<file path="src/rtl/m_button_in_pkg.sv">
// Shared constants and helpers for the push-button input block.
// Holds the default debounce length, press-counter width and max button count.
// No ports; imported by m_debounce and m_button_in.
package m_button_in_pkg;

    // Default stable time before a level change is accepted (cycles).
    localparam int DEBOUNCE_CYCLES_DEF = 100000;

    // Press counter width; the counter drives a 4-LED display directly.
    localparam int CNT_W = 4;

    // Largest supported number of buttons.
    localparam int NBTN_MAX = 8;

    // Number of set bits in a button vector. NBTN_MAX = 8 gives at most 8,
    // which still fits in CNT_W bits.
    function automatic logic [CNT_W-1:0] popcount(input logic [NBTN_MAX-1:0] v);
        logic [CNT_W-1:0] n;
        n = '0;
        for (int i = 0; i < NBTN_MAX; i++) begin
            n = n + CNT_W'(v[i]);
        end
        return n;
    endfunction

endpackage

</file>
<file path="src/rtl/m_button_in_debounce.sv">
// One-bit synchronizer + debouncer: 2-flop sync, then a level flop that follows
// the synced input only after it has differed for DEBOUNCE_CYCLES samples.
// Latency: level changes on edge DEBOUNCE_CYCLES+2 after a stable raw change; no backpressure.
// Ports: clk, rst_n (async, active-low), btn (raw async level), level (debounced level).
module m_debounce
    import m_button_in_pkg::*;
#(
    parameter int DEBOUNCE_CYCLES = DEBOUNCE_CYCLES_DEF
) (
    input  logic clk,
    input  logic rst_n,
    input  logic btn,
    output logic level
);

    localparam int CW = $clog2(DEBOUNCE_CYCLES);
    localparam logic [CW-1:0] CNT_LAST = CW'(DEBOUNCE_CYCLES - 1);

    logic          sync1;
    logic          sync2;
    logic [CW-1:0] cnt;

    // Metastability guard: nothing downstream looks at btn or sync1.
    always_ff @(posedge clk or negedge rst_n) begin
        if (!rst_n) begin
            sync1 <= 1'b0;
            sync2 <= 1'b0;
        end else begin
            sync1 <= btn;
            sync2 <= sync1;
        end
    end

    // The counter measures how long the synced input has disagreed with the
    // accepted level. Any agreeing sample restarts the measurement, so a
    // glitch shorter than DEBOUNCE_CYCLES samples never reaches the level.
    always_ff @(posedge clk or negedge rst_n) begin
        if (!rst_n) begin
            cnt   <= '0;
            level <= 1'b0;
        end else if (sync2 == level) begin
            cnt <= '0;
        end else if (cnt == CNT_LAST) begin
            level <= ~level;
            cnt   <= '0;
        end else begin
            cnt <= cnt + CW'(1);
        end
    end

endmodule

</file>
<file path="src/rtl/m_button_in.sv">
// Push-button front end: per-button debounce, press/release pulses, press counter.
// Latency: level at edge DEBOUNCE_CYCLES+2, pulse one cycle later, count one more; no backpressure.
// Optional macro BTN_RELEASE_EVT_EN enables release pulses; otherwise w_released is tied to 0.
// Ports: w_clk, w_rst_n (async, active-low), w_btn[NBTN] raw levels, w_clr (sync counter clear),
//        w_level[NBTN] debounced, w_pressed/w_released[NBTN] 1-cycle pulses, w_cnt[4] presses mod 16.
module m_button_in
    import m_button_in_pkg::*;
#(
    parameter int NBTN            = 4,
    parameter int DEBOUNCE_CYCLES = DEBOUNCE_CYCLES_DEF
) (
    input  logic             w_clk,
    input  logic             w_rst_n,
    input  logic [NBTN-1:0]  w_btn,
    input  logic             w_clr,
    output logic [NBTN-1:0]  w_level,
    output logic [NBTN-1:0]  w_pressed,
    output logic [NBTN-1:0]  w_released,
    output logic [CNT_W-1:0] w_cnt
);

    // Debounced level one cycle earlier, for edge detection.
    logic [NBTN-1:0] level_d;

    for (genvar i = 0; i < NBTN; i++) begin : g_btn
        m_debounce #(
            .DEBOUNCE_CYCLES (DEBOUNCE_CYCLES)
        ) u_debounce (
            .clk   (w_clk),
            .rst_n (w_rst_n),
            .btn   (w_btn[i]),
            .level (w_level[i])
        );
    end

    // Pulses are registered: high in the cycle after the level changed.
    always_ff @(posedge w_clk or negedge w_rst_n) begin
        if (!w_rst_n) begin
            level_d   <= '0;
            w_pressed <= '0;
        end else begin
            level_d   <= w_level;
            w_pressed <= w_level & ~level_d;
        end
    end

`ifdef BTN_RELEASE_EVT_EN
    always_ff @(posedge w_clk or negedge w_rst_n) begin
        if (!w_rst_n) begin
            w_released <= '0;
        end else begin
            w_released <= ~w_level & level_d;
        end
    end
`else
    assign w_released = '0;
`endif

    // Clear has priority: presses pulsing in the clear cycle are not counted.
    // The sum truncates to CNT_W bits, giving the modulo-16 wrap.
    always_ff @(posedge w_clk or negedge w_rst_n) begin
        if (!w_rst_n) begin
            w_cnt <= '0;
        end else if (w_clr) begin
            w_cnt <= '0;
        end else begin
            w_cnt <= w_cnt + popcount(NBTN_MAX'(w_pressed));
        end
    end

endmodule

</file>
<file path="config.mk">
export PLATFORM = sky130hd
export DESIGN_NAME = m_button_in
export DESIGN_NICKNAME = d
export VERILOG_FILES = /design/src/rtl/m_button_in_pkg.sv /design/src/rtl/m_button_in_debounce.sv /design/src/rtl/m_button_in.sv
export SDC_FILE = /design/constraint.sdc
export NUM_CORES = 1
export LEC_CHECK = 0
export ABC_AREA = 1
export CAP_MARGIN = 20
export CORE_MARGIN = 4
export CORE_UTILIZATION = 25
export DETAILED_ROUTE_END_ITERATION = 10
export PLACE_DENSITY = 0.4
export SYNTH_ARGS = -nofsm -noshare
export SYNTH_HDL_FRONTEND = slang
export SYNTH_SLANG_ARGS = --single-unit
</file>
<file path="constraint.sdc">
create_clock -name w_clk -period 2.5 [get_ports w_clk]
set_clock_uncertainty 0.2 [all_clocks]
set_input_delay 0.625 -clock w_clk [delete_from_list [all_inputs] [get_ports w_clk]]
set_output_delay 0.625 -clock w_clk [all_outputs]
set_load 0.02 [all_outputs]
</file>
Word level (Yosys, flattened, before mapping)
Index checks and enable logic that the tools add are counted.
- muxes and demuxes: 9
- reductions and logical operators: 4
- bitwise operators: 10
- $add $sub $neg: 8
- eq/ne operators: 8
- operators by type and width (operator ; count):
    17-bit 2-to-1 mux ; 8
    17-bit by 1-bit adder with 17-bit output (second input constant) ; 4
    17-bit == test (second input constant) ; 4
    1-bit inverter ; 8
    2-bit AND reduction ; 4
    3-bit by 1-bit adder with 4-bit output ; 1
    4-bit adder ; 1
    4-bit bitwise AND ; 1
    1-bit == test ; 4
    4-bit 2-to-1 mux ; 1
    4-bit inverter ; 1
    2-bit by 1-bit adder with 3-bit output ; 1
    1-bit by 1-bit adder with 2-bit output ; 1
- output and inout bits: 16
- flip-flop bits (word level): 92
- word-level logic and storage cells: 58

Depth between registers and ports, before layout
- depth in word-level cells: 5
- depth in mapped cells: 9
- depth with buffers taken out: 9

Hierarchy
Synthesis repeated with hierarchy kept, for this count alone.
- cell total of the unflattened synthesis: 610
- area total of the unflattened synthesis: 4908.5 µm²
- by module, submodules not included (module ; cells an instance ; area an instance (µm²) ; instances):
    m_debounce ; 141 ; 1099.8 ; 4
    m_button_in ; 46 ; 509.2 ; 1

Worst setup path before layout
Ideal clock, no wire load.
- kind: register -> register
- from: reg w_pressed[0]
- to: reg w_cnt[1]
- path buffers: 0
- arrival time: 1.947 ns
- library setup time: 0.113 ns
- setup slack: 0.240 ns
- required time: 2.187 ns
- clock period less this slack: 2.260 ns
- stages on the path, launching flop included: 8
- cells stage by stage: dfrtp_1 > fa_1 > inv_1 > fa_1 > inv_1 > fa_1 > inv_1 > nor2_1
- cells in the longest elaborated chain, start to end: 5
- RTL lines (item ; line ; source):
    from (decl) ; m_button_in.sv:17 ; output logic [NBTN-1:0] w_pressed,
    from (signal assigned) ; m_button_in.sv:43 ; w_pressed <= w_level & ~level_d;
    1-bit by 1-bit adder with 2-bit output ; m_button_in_pkg.sv:21 ; n = n + CNT_W'(v[i]);
    2-bit by 1-bit adder with 3-bit output ; m_button_in_pkg.sv:21 ;
    3-bit by 1-bit adder with 4-bit output ; m_button_in_pkg.sv:21 ;
    4-bit adder ; m_button_in.sv:67 ; w_cnt <= w_cnt + popcount(NBTN_MAX'(w_pressed));
    4-bit 2-to-1 mux ; m_button_in.sv:64 ; end else if (w_clr) begin
    to (signal assigned) ; m_button_in.sv:67 ;
    to (decl) ; m_button_in.sv:19 ; output logic [CNT_W-1:0] w_cnt
Every way passes these cells.
A chain may end at the register's enable or synchronous reset.

Worst setup path in the final report
Same ends and word-level chain as after synthesis.

==> metrics.md <==
| Metric | Value |
|---|---|
| Clock Sink Count | between 90 and 100 |
| Sw Share | 0.2345 |
| Register share of total power | 0.521 |
| Kind of end point of the critical path | flop |
| Initial core utilization | 0.2570 |
| Slew Limit Headroom | 0.6601 |
| Pwr dens | 524.3 nW/µm² |
| Post-Synth Simple-Gate Area | 0.3481 |
| Post-synthesis adder-cell area fraction | 0.02517 |
| Part of the power in the clock network | 0.440 |
| Critical path launch point type | flop |
| Fin. Hold Viols | 0 |
| GRT Total Usage | 0.1014 |
| Drt total wl | 10.51 mm |
| Drt pass-1 iters | 4 |
| Synth cell types | 27 |
| Vias in the first global route | 3,629 |
| Status | finished, final reports clean |
| Clk pin slew, worst setup/hold paths | 0.07 ns |
| Place WS | 0.1569 ns |
| Die X | about 150 µm |
| R2R Path End | w_cnt[1] |
| EDFF count, synth | 0 |
| DR vias | 3,702 |
| Cells on worst reg2reg path | 7 |
| Pin count of the biggest net entering global routing | 38 |
| CTS tree | done |
| DRC | 0 |
| RSZ-0062 raised after global routing | no |
| R2R Setup Slk | about 0.18 ns |
| Final WS setup | 0.1842 ns |
| Layout Area Growth over Synthesis | 14.92% |
| Clock Tree Root | clkbuf_16 |
| Vias/cell | a little over 4 |
| Gate Count Post-Synth | 616 |
| Skew-Pair Late Insertion Delay | 0.34 ns |
| Seq/Total Area, Yosys | 0.4726 |
| Hold_buf cts | 0 |
| Drt wl/cell | 11.60 µm |
| Dpl cells | 890 |
| I/O pins | 23 |
| Synth Area in Compound Gates | 0.02415 |
| Setup Buffers After CTS | 0 |
| Number of antenna violations at the first check in global routing | 0 |
| Crit Path Class | flop to flop |
| FFs w/ async S/R, synth | 1.000 |
| P_leak | 2.366 nW |
| Worst R2R Start | w_pressed[0] |
| Total grt overflow | 0 |
| DPL Wire Length | 7.792 mm |
| Die area | approximately 22,000 µm² |
| Largest family of logic cells by synthesized area | simple AND/OR/NAND/NOR gates |
| Global-route wire length before repair | 17.88 mm |
| Syn_area_per_cell | between 7 and 8 µm² |
| Worst VDD drop | 313.2 µV |
| Xor/xnor cell area share of the yosys netlist | 0.04958 |
| Mux cell area share after synthesis | 0 |
| H-Tree Depth | 3 |
| Crit path max fanout | 2 |
| Die Y | 147.6 µm |
| Max Clock Freq | between 400 and 500 MHz |
| Crit path DAT | 2.35 ns |
| Initial DRC count | between 200 and 250 |
| Most common cell after layout, fill and taps aside | nand2_1 |
| Commonest non-fill, non-tap cells in the layout | 147 x nand2_1, 121 x nor2_1, 92 x dfrtp_1 |
| Final Power | slightly below 3 mW |
| Worst hold path type | primary input to async pin |
| Ys flop type | dfrtp_1 |
| IO buf count | 18 |
| Non-filler instance count after layout | 906 |
| Pins over their slew limit | 0 |
| Post-Syn Area | 4871 µm² |
| Pint | about 2.2 mW |
| Nets | 656 |
| Share of cells above drive strength 1 | 0.1285 |
| Final ANT Viol Nets | 0 |
| Switch Pwr | slightly below 0.7 mW |
| Tmin final | 2.316 ns |
| Final worst-path cycle share | 0.9263 |
| Setup TNS | 0 ns |
| GPL Wtd Cong | about 0.8 |
| Synth warn | 0 |
| Core area | 18,960 µm² |
| CP required | 2.53 ns |
| #FFs+latches synth | 92 |
| # rows | 50 |
| Diode count | 0 |
| Final setup viols | 0 |
| Logic pwr share | 0.039 |
| Clock Tree Buf Depth | 2 |
| Max-cap viol count | 0 |
| CTS Buf Count | 9 |
| Worst-margin pin slew | 0.5099 ns |
| Post-CTS sizing | 0 |
## state kept, by name, indices dropped and copies added (netlist names)
signal,count
g_btn.u_debounce.cnt,68
g_btn.u_debounce.level,4
g_btn.u_debounce.sync1,4
g_btn.u_debounce.sync2,4
level_d,4
w_cnt,4
w_pressed,4
## per-stage QoR
step / util / cell area [µm²] / hold WS (ns)
6_report: 0.2953 / 5598 / 0.05005
4_1_cts: 0.2953 / 5598 / 0.06368
5_1_grt: 0.2953 / 5598 / 0.09005
2_1_floorplan: - / 4882 / 0.1294
3_5_place_dp: 0.2809 / 5325 / 0.1387
3_3_place_gp: 0.2809 / 5325 / 0.1363
## worst max-delay path, stage by stage (launching register included)
cell and delay (ns):
dfrtp_1 0.41, fa_1 0.58, inv_1 0.08, fa_1 0.35, inv_1 0.09, fa_1 0.41
inv_1 0.06, nor2_1 0.03
## layout make-up
class | count | area (µm²)
sequential | 92 | 2302
multi-input combinational | 439 | 2192
tap | 260 | 325.3
inverter | 78 | 292.8
clock buffer | 13 | 250.2
timing repair buffer | 21 | 212.7
fill | 2038 | 13360
clock inverter | 3 | 22.52
## cells by family after synthesis
group,Yosys count
simple gates,381
flops,92
buf+inv,88
xor+xnor,25
compound gates,21
fa+ha+maj,8
other cells,1
## how the worst max path moves through the flow
| stage | cells past startpoint | end | startpoint |
|---|---|---|---|
| 6_report | 7 | w_cnt[1] | w_pressed[0] |
| 2_1_floorplan | 7 | w_cnt[1] | w_pressed[0] |
| 3_5_place_dp | 7 | w_cnt[1] | w_pressed[0] |
| 3_3_place_gp | 7 | w_cnt[1] | w_pressed[0] |
| 5_1_grt | 7 | w_cnt[1] | w_pressed[0] |
| 4_1_cts | 7 | w_cnt[1] | w_pressed[0] |
## cells in the mapped netlist, drive strengths merged (7+ instances only)
| cell type | count | area, µm² |
|---|---|---|
| nand2 | 165 | 674.4 |
| nor2 | 159 | 706.9 |
| dfrtp | 92 | 2302 |
| inv | 78 | 292.8 |
| nand3 | 30 | 150.1 |
| xor2 | 20 | 197.7 |
| nand4 | 13 | 81.33 |
| buf | 10 | 95.09 |
| nor3 | 9 | 45.04 |
| o21ai | 9 | 45.04 |
| a21oi | 7 | 35.03 |
## per-layer routing
layer | vias up | track usage | part of all wire
met5 | - | 0 | 0
met4 | 0 | 0.03914 | 0.016
met3 | 12 | 0.01839 | 0.028
met2 | 35 | 0.1542 | 0.45
met1 | 1734 | 0.1435 | 0.50
li1 | 1921 | - | -
## power groups by stage
stage	clock [mW]	sequential, mW	combinational, mW
finish	1.29	1.53	0.113
CTS	1.34	1.53	0.119
detailed placement	0	1.56	0.119
global route	1.40	1.53	0.133
floorplan	0	1.55	0.0661
global placement	0	1.56	0.118
(Power assumes the default switching activity.)
